## src/rtl/prg_fetch_bridge.sv

```systemverilog
// PRG bus to SDRAM user-port bridge: resynchronizes the CPU bus and issues one request per new stable access.
// Optional write forwarding is enabled by defining PRG_WRITE_EN.
module prg_fetch_bridge #(
  parameter logic [5:0] ADDR_HI = 6'h00
) (
  input  logic        clk_sdram,
  input  logic        rst,
  input  logic        prg_nce_in,
  input  logic [14:0] prg_a_in,
  input  logic        prg_r_nw_in,
  input  logic [7:0]  prg_d_in,
  output logic [7:0]  prg_d_out,
  output logic        boot_done,
  output logic        busy,
  output logic [20:0] mem_address,
  output logic [7:0]  to_mem,
  output logic        mem_req,
  output logic        mem_wren,
  input  logic        mem_ready,
  input  logic [7:0]  from_mem
);

  typedef struct packed {
    logic        nce;
    logic        r_nw;
    logic [14:0] a;
    logic [7:0]  d;
  } bus_t;

  typedef enum logic [2:0] {
    ST_BOOT,
    ST_IDLE,
    ST_REQ,
    ST_WAIT0,
    ST_WAIT
  } state_t;

  localparam bus_t BUS_RST = {1'b1, 1'b0, 15'h0000, 8'h00};

  bus_t        s1_q, s2_q, s3_q;
  state_t      state_q;
  logic        boot_done_q;
  logic        mem_req_q;
  logic [14:0] addr_q;
  logic [7:0]  data_q;
  logic [15:0] last_key_q;
  logic        key_valid_q;
`ifdef PRG_WRITE_EN
  logic        wren_q;
  logic [7:0]  wdata_q;
`endif

  logic        stable;
  logic        wr_ok;
  logic [15:0] key;
  logic        issue;

  always_ff @(posedge clk_sdram) begin
    if (rst) begin
      s1_q <= BUS_RST;
      s2_q <= BUS_RST;
      s3_q <= BUS_RST;
    end else begin
      s1_q <= {prg_nce_in, prg_r_nw_in, prg_a_in, prg_d_in};
      s2_q <= s1_q;
      s3_q <= s2_q;
    end
  end

  always_comb begin
    stable = (s2_q == s3_q);
    key    = {s2_q.r_nw, s2_q.a};
`ifdef PRG_WRITE_EN
    wr_ok  = 1'b1;
`else
    wr_ok  = s2_q.r_nw;
`endif
    issue  = stable && !s2_q.nce && wr_ok && (!key_valid_q || (key != last_key_q));
  end

  always_ff @(posedge clk_sdram) begin
    if (rst) begin
      state_q     <= ST_BOOT;
      boot_done_q <= 1'b0;
      mem_req_q   <= 1'b0;
      addr_q      <= '0;
      data_q      <= '0;
      last_key_q  <= '0;
      key_valid_q <= 1'b0;
`ifdef PRG_WRITE_EN
      wren_q      <= 1'b0;
      wdata_q     <= '0;
`endif
    end else begin
      mem_req_q <= 1'b0;
      case (state_q)
        ST_BOOT: begin
          if (mem_ready) begin
            boot_done_q <= 1'b1;
            state_q     <= ST_IDLE;
          end
        end
        ST_IDLE: begin
          if (issue) begin
            addr_q      <= s2_q.a;
`ifdef PRG_WRITE_EN
            wren_q      <= ~s2_q.r_nw;
            wdata_q     <= s2_q.d;
`endif
            last_key_q  <= key;
            key_valid_q <= 1'b1;
            // strobe is registered here so it is high for exactly the REQ cycle
            mem_req_q   <= 1'b1;
            state_q     <= ST_REQ;
          end
        end
        ST_REQ:   state_q <= ST_WAIT0;
        ST_WAIT0: state_q <= ST_WAIT;
        ST_WAIT: begin
          if (mem_ready) begin
            if (!mem_wren) data_q <= from_mem;
            state_q <= ST_IDLE;
          end
        end
        default:  state_q <= ST_BOOT;
      endcase
    end
  end

`ifdef PRG_WRITE_EN
  assign mem_wren = wren_q;
  assign to_mem   = wdata_q;
`else
  assign mem_wren = 1'b0;
  assign to_mem   = '0;
`endif

  assign mem_req     = mem_req_q;
  assign boot_done   = boot_done_q;
  assign busy        = (state_q == ST_REQ) || (state_q == ST_WAIT0) || (state_q == ST_WAIT);
  assign mem_address = {ADDR_HI, addr_q};
  assign prg_d_out   = data_q & {8{~s2_q.nce}};

endmodule

```

## config.mk

```make
export PLATFORM = sky130hd
export DESIGN_NAME = prg_fetch_bridge
export DESIGN_NICKNAME = d
export VERILOG_FILES = /design/src/rtl/prg_fetch_bridge.sv
export SDC_FILE = /design/constraint.sdc
export NUM_CORES = 1
export LEC_CHECK = 0
export CAP_MARGIN = 10
export CELL_PAD_IN_SITES_DETAIL_PLACEMENT = 0
export CELL_PAD_IN_SITES_GLOBAL_PLACEMENT = 2
export CORE_MARGIN = 4
export CORE_UTILIZATION = 35
export CTS_CLUSTER_SIZE = 8
export DETAILED_ROUTE_END_ITERATION = 8
export PLACE_DENSITY = 0.88
export SLEW_MARGIN = 30
export SYNTH_ARGS = -nofsm -noshare
export SYNTH_HDL_FRONTEND = slang
export SYNTH_SLANG_ARGS = --single-unit
```

## constraint.sdc

```tcl
create_clock -name clk_sdram -period 4.4 [get_ports clk_sdram]
set_input_delay 0.66 -clock clk_sdram [delete_from_list [all_inputs] [get_ports clk_sdram]]
set_output_delay 0.66 -clock clk_sdram [all_outputs]
set_load 0.005 [all_outputs]
```

Word level (Yosys, flattened, before mapping). Index checks and enable logic that the tools add are counted.

Register bits: 120. Bits in latches: 0. Memory bits (writable): 0. Memory bits (read-only): 0. Output and inout bits: 41. Word-level logic and storage cells: 49. Memories: 0.

$add $sub $neg: 0. $mul: 0. Div/mod/pow operators: 0. $lt $le $gt $ge: 0. Equality and inequality tests: 8. Shift operators: 0. Multiplexer cells: 4. Bitwise gates (word level): 3. Reduce and logical (&&, ||, !) cells: 15.

Operator list (count): $eq 25x25->1 (1); $ne 16x16->1 (1); $pmux 3 s4 (1); $and 8x8->8 (1); $reduce_and 2->1 (4); $eq 3x2->1 const B (2); $mux 3 (2); $reduce_or 2->1 (2); $eq 3x1->1 const B (1); $eq 3x3->1 const B (1); $logic_and 1x1->1 (3); $logic_not 3->1 (1); $logic_or 1x1->1 (3); $logic_not 1->1 (2); $ne 2x1->1 const B (1); $ne 2x2->1 const B (1); $not 1->1 (2); $mux 1 (1).

Depth between registers and ports, before layout. Gate-level depths: netlist of run 1.

Depth in word-level cells: 6. Depth in mapped cells: 7.

Worst setup path after synthesis of run 1. No wires, ideal clock.

Path kind: register to register. Start point: register s2_q, in the netlist key[14]. End point: register addr_q[10]. Data arrival time: 1.985 ns. Data required time: 4.279 ns. Slack: 2.294 ns. Cell stages (with the launch flop): 8. Cells stage by stage: dfxtp_1 > xor2_1 > nor4_2 > nand4_1 > a311o_1 > nor3_4 > buf_8 > mux2_4.

Longest elaborated chain between the ends: 5. Elaborated cells on any way between the ends: 7.

Ends and longest elaborated chain: start, declared (line 40) `bus_t s1_q, s2_q, s3_q;`; start signal, assigned (line 65) `s2_q <= s1_q;`; $eq 25x25->1 (line 71) `stable = (s2_q == s3_q);`; $logic_and 1x1->1 (2 in series) (line 78) `issue = stable && !s2_q.nce && wr_ok && (!key_valid_q || (key != last_key_q));`; $logic_and 1x1->1 * (line 78); $reduce_and 2->1 (no source line) *; end signal, assigned (line 105) `addr_q <= s2_q.a;`; end, declared (line 44) `logic [14:0] addr_q;`.

Mark *: on every way between the ends. The rest lies on a longest branch, timed or not. A chain may end at the register's enable or synchronous reset.

Worst setup path in the final report of run 1.
Start point: register s2_q, in the netlist key[3]. End point: register last_key_q[14].

Longest elaborated chain between the ends: 5. Elaborated cells on any way between the ends: 7.

Ends and longest elaborated chain: $eq 25x25->1 (line 71); $logic_and 1x1->1 (2 in series) (line 78); $logic_and 1x1->1 * (line 78); $reduce_and 2->1 (no source line) *; end signal, assigned (line 110) `last_key_q <= key;`; end, declared (line 46) `logic [15:0] last_key_q;`.

Marks and branches as above.

==> results.py, run 1 <==
metrics = {
    "cells_and_area": {
        "finalNonFillerCells": 544,
        "drive_gt1_share_pct": 10.64,
        "fillers": 1026,
        "final_common_cell": "dfxtp_1",
        "final_cell_mix": "dfxtp_1, nor2b_1, clkdlybuf4s50_1",
        "finalInstanceArea_um2": 4671,
        "area_delta_synth_final_pct": 19.57,
        "nets": 435,
        "fin_util_pct": 42.90,
        "insertedDiodeCount": 0,
    },
    "place": {
        "placedCellCount": 527,
        "place_area_um2": 4471,
        "place.gp.congestion": 0.7442,
        "port_buffers": 61,
        "pre_cts_ws_ps": 1449,
        "hpwl_um": 4556,
    },
    "worst_hold_path": {
        "min_from": "s1_q[24]",
        "hold_path.class": "reg -> reg",
        "hold_path_depth": 1,
        "hold_end": "s2_q[24]",
    },
    "synth": {
        "yosysTopAreaCell": "dfxtp_1",
        "synth_area_per_cell_um2": 11.00,
        "yosysTopAreaCellShare_pct": 53.81,
        "synth_warnings": 0,
        "synth-edff-count": 0,
        "synthArstFlopShare_pct": 0,
        "synthesis.area_um2": 3906,
        "syn-instance-count": 355,
        "yosysSeqAreaShare_pct": 53.81,
        "ys_types": 29,
        "synth.ff_latch_count": 105,
        "synth_ff_type": "dfxtp_1",
        "synth_area_leaders": "dfxtp_1, nor2b_1, buf_4, xor2_1, xnor2_1",
    },
    "power_and_ir_drop": {
        "finalPower_mw": 1.654,
        "leakage_nw": 1.837,
        "p_per_area_nw_per_um2": 354.2,
        "peakVddDrop_mv": 0.1330,
    },
    "setup_path": {
        "crit_type": "reg -> reg",
        "rr_endpoint": "last_key_q[14]",
        "cp.arrival_ps": 3020,
        "r2r_slack_ps": 1630,
        "reg2regPathDepth": 7,
        "required_ps": 4650,
        "startpoint_type": "flip-flop",
        "r2r-start": "key[3]",
        "end_kind": "flip-flop",
        "cp_max_fo": 11,
    },
    "sta": {
        "worst_slack_ps": 1628,
        "rsz0062_at_grt": "false",
        "finalHoldViolCount": 0,
        "worst_pin_slew_ps": 710.3,
        "relSlewSlack_pct": 52.65,
        "min_period_over_period_pct": 63.00,
        "finClkSkew_ps": 17.03,
        "whs_ps": 414.2,
        "min_period_ps": 2772,
        "fmax_mhz": 360.8,
        "finalSetupViolCount": 0,
        "fin_setup_tns_ps": 0,
        "final_max_slew_viol_count": 0,
    },
    "route": {
        "ant_nets": 0,
        "detail_route.iter0.violations": 54,
        "routed_via_density": 4.108,
        "routed_wl_um": 6434,
        "first_pass_iters": 4,
        "drc": 0,
        "num_vias": 2235,
        "wire_per_inst_um": 11.83,
    },
    "global_route": {
        "grt_max_degree": 69,
        "grt_pass1_wl_um": 10650,
        "grt_usage_pct": 10.52,
        "antenna_found_initial": 0,
        "overflow": 0,
        "grt_pass1_vias": 2258,
    },
    "die": {
        "fp.dieH_um": 113.6,
        "ios": 77,
        "initial_core_util_pct": 35.88,
        "die_area_um2": 12920,
        "die_x_um": 113.6,
        "fp-row-count": 38,
        "core_um2": 10890,
    },
    "clock_network": {
        "path_clk_slew_ps": 100,
        "hold_buffers": 0,
        "htree_levels": 3,
        "clock_path_buffers": 2,
        "clkLatencyLatePin_ps": 360,
        "postCtsSetupBuffers": 0,
        "cts_buffers": 9,
        "root_buffer": "clkbuf_8",
        "cts_resized": 0,
        "clock_sinks": 105,
        "cts_tree": "done",
    },
    "job": {
        "maxCapViolCount": 0,
    },
    "outcome": {
        "outcome": "completed",
    },
}
==> worst max-delay path by stage <==
| stage | start | end |
|---|---|---|
| 2_1_floorplan | key[14] | addr_q[10] |
| 3_3_place_gp | key[3] | addr_q[5] |
| 3_5_place_dp | key[3] | last_key_q[14] |
| 4_1_cts | key[3] | last_key_q[14] |
| 5_1_grt | key[8] | last_key_q[14] |
| 6_report | key[3] | last_key_q[14] |
==> registers in the layout (all words and copies together) (netlist names) <==
name         flops
key_valid_q      1
mem_req          1
state_q          3
last_key_q       2
s2_q             9
addr_q          14
s3_q            25
data_q           8
s1_q            25
key             15
wr_ok            1
boot_done        1
==> logic make-up (layout without fill, tap and decap cells) <==
kind of cell    count (synthesis)  in the layout  share of synthesized area, %
simple gates                  135            135                         21.17
flops                         105            105                         53.81
buf+inv                        44             79                         7.399
xor+xnor                       39             39                         8.744
mux                            24             24                         7.431
compound gates                  7              7                         1.345
other cells                     1             15                       0.09600
==> where the power goes <==
group          internal (mW)  switching [mW]  leakage [nW]
logic                 0.0601          0.0430         0.878
clock network          0.230           0.328        0.0994
registers              0.979          0.0144         0.859
total                   1.27           0.386          1.84
==> critical path: stages (launching register included) <==
cell and delay [ps]:
dfxtp_1 350, xor2_1 160, nor4_1 550, nand4_1 210, a311o_1 380, nor3_4 430
buf_8 230, mux2_2 340
==> layer usage <==
layer	part of all wire, %	track usage (%)	vias up
met1	44	12.35	1019
met2	50	18.06	37
met3	3.9	3.077	7
met5	0	0	-
met4	1.3	4.087	0
li1	-	-	1172
==> layout make-up <==
type | instances | area [um2] | share of cell area (%)
timing repair buffer | 63 | 640.6 | 13.72
sequential | 105 | 2102 | 45.00
clock inverter | 6 | 47.55 | 1.018
multi-input combinational | 220 | 1568 | 33.57
clock buffer | 10 | 137.6 | 2.947
tap | 140 | 175.2 | 3.750
==> Yosys cell counts (2+ instances only) <==
master	number
or2_2	3
nor4_1	6
mux2i_1	8
buf_4	30
nor2b_1	95
nand2b_1	2
mux2_2	8
xor2_1	22
nand3b_1	2
clkbuf_1	13
a21oi_1	2
mux2_4	8
nand4_1	5
xnor2_1	17
dfxtp_1	105
o21ba_2	2
nor2_1	15
No activity file was read; power rests on OpenSTA's default activity.
==> inputs of run 2 (changes only) <==
- CORE_UTILIZATION: 35 -> 29
- PLACE_DENSITY: 0.88 -> 0.79
- clock period: 4.4 -> 2.4 ns (I/O delays scaled with it)
==> run 2 against run 1 <==
Against the previous run:
- register-to-register slack got worse by 1400 ps
- global-route usage decreased by 1.2 points
- first-iteration DRC count increased by 65%
- clock power increased to 2.9 times the previous value
- count of clock-buffer cells in the layout unchanged
- flip-flop and latch count unchanged
- die area increased by 19%
- setup slack got worse by 1400 ps
- core utilization decreased by 5.9 points
- critical path depth unchanged
- sequential share of layout area decreased by 2.1 points
- critical path type unchanged
- critical endpoint is now addr_q[5]
- largest cell class unchanged
==> results.py, run 2 (synthesized netlist as in run 1, its figures left out) <==
metrics = {
    "sta": {
        "worst_pin_slew_ps": 675.0,
        "min_period_ps": 2213,
        "fin_setup_tns_ps": 0,
        "final_max_slew_viol_count": 0,
        "finalHoldViolCount": 0,
        "rsz0062_at_grt": "false",
        "finClkSkew_ps": 10.27,
        "relSlewSlack_pct": 55.00,
        "min_period_over_period_pct": 92.21,
        "worst_slack_ps": 187.0,
        "fmax_mhz": 451.9,
        "finalSetupViolCount": 0,
    },
    "route": {
        "first_pass_iters": 4,
        "num_vias": 2289,
        "drc": 0,
        "wire_per_inst_um": 11.58,
        "detail_route.iter0.violations": 89,
        "ant_nets": 0,
        "routed_via_density": 3.926,
        "routed_wl_um": 6749,
    },
    "cells_and_area": {
        "nets": 438,
        "area_delta_synth_final_pct": 25.46,
        "final_common_cell": "dfxtp_1",
        "drive_gt1_share_pct": 12.04,
        "final_cell_mix": "dfxtp_1, nor2b_1, clkdlybuf4s50_1",
        "finalInstanceArea_um2": 4901,
        "insertedDiodeCount": 0,
        "fin_util_pct": 37.01,
    },
    "clock_network": {
        "root_buffer": "clkbuf_16",
        "hold_buffers": 0,
        "clock_path_buffers": 2,
        "htree_levels": 3,
        "clock_sinks": 105,
        "path_clk_slew_ps": 70,
        "cts_tree": "done",
        "cts_resized": 0,
        "postCtsSetupBuffers": 0,
        "clkLatencyLatePin_ps": 350,
        "cts_buffers": 9,
    },
    "place": {
        "place_area_um2": 4548,
        "place.gp.congestion": 0.7352,
        "hpwl_um": 4772,
        "port_buffers": 61,
        "pre_cts_ws_ps": 76.02,
    },
    "power_and_ir_drop": {
        "peakVddDrop_mv": 0.2777,
        "seqPwrFrac_pct": 50.0,
        "combPwrFrac_pct": 5.4,
        "leakage_nw": 1.917,
        "internal_power_mw": 2.866,
        "p_per_area_nw_per_um2": 743.4,
        "p_switching_uw": 776.9,
        "pwr-share-clk_pct": 44.6,
        "switching_share_pct": 21.32,
    },
    "setup_path": {
        "cp.arrival_ps": 2450,
        "r2r-start": "key[3]",
        "end_kind": "flip-flop",
        "cp_max_fo": 17,
        "crit_type": "reg -> reg",
        "startpoint_type": "flip-flop",
        "cp-startpoint": "key[3]",
        "required_ps": 2630,
    },
    "die": {
        "die_x_um": 124.1,
        "initial_core_util_pct": 29.50,
        "die_area_um2": 15390,
        "core_um2": 13240,
        "fp.dieH_um": 124.1,
        "fp-row-count": 42,
        "ios": 77,
    },
    "worst_hold_path": {
        "hold_path.class": "reg -> reg",
        "min_from": "s1_q[24]",
    },
    "job": {
        "maxCapViolCount": 0,
    },
    "global_route": {
        "antenna_found_initial": 0,
        "grt_usage_pct": 9.283,
        "grt_max_degree": 66,
        "grt_pass1_vias": 2264,
        "overflow": 0,
        "grt_pass1_wl_um": 10960,
    },
    "outcome": {
        "outcome": "completed",
    },
}
run 2: cell count changes in the layout (fill, tap and decap cells not counted):
cell       delta
buf_4         +5
clkinv_2      -2
nor4_1        -3
buf_2         -1
clkbuf_8      -9
nor4_2        +3
clkinv_4      +1
inv_8         -1
bufinv_16     +2
buf_8         -1
clkbuf_16     +9
run 2: worst max-delay path, stage by stage (launching register included):
cell and delay, ps:
dfxtp_1 340, xor2_1 180, nor4_2 350, nand4_1 150, a311o_1 370, nor3_4 170
buf_12 200, mux2_2 340
run 2: final timing paths:
kind               endpoint  slack [ps]  cells past startpoint
hold / removal     s2_q[24]         420                      1
hold reg to reg    s2_q[24]         420                      1
setup / recovery  addr_q[5]         190                      7
setup reg to reg  addr_q[5]         190                      7
run 2: power groups by stage:
stage / Sequential (mW) / Clock (mW) / Combinational, mW
after detailed placement: 1.86 / 0 / 0.196
after global routing: 1.83 / 1.74 / 0.221
after floorplan: 1.86 / 0 / 0.126
after global placement: 1.86 / 0 / 0.195
after CTS: 1.82 / 1.67 / 0.197
final: 1.82 / 1.62 / 0.197
run 2: layout make-up:
type | count | area [um2]
Clock inverter | 6 | 95.09
Timing Repair Buffer | 66 | 658.1
Fill cell | 1325 | 8342
Multi-Input combinational cell | 220 | 1587
Tap cell | 176 | 220.2
Sequential cell | 105 | 2102
Clock buffer | 10 | 239.0
run 2: metal layers:
layer  vias up  global-route usage, %  routed length, um
li1       1185                      -                  -
met1      1059                  11.69               3108
met2        38                  14.36               3203
met3         7                  3.224                312
met4         0                  4.107                125
met5         -                      0                  0
run 2: per-stage QoR:
step / cells / power [mW] / hold WS (ps)
2_1_floorplan: 369 / 1.981 / 389.5
3_3_place_gp: 567 / 2.056 / 398.1
3_5_place_dp: 567 / 2.058 / 416.7
4_1_cts: 583 / 3.689 / 432.7
5_1_grt: 583 / 3.785 / 452.8
6_report: 583 / 3.643 / 425.0
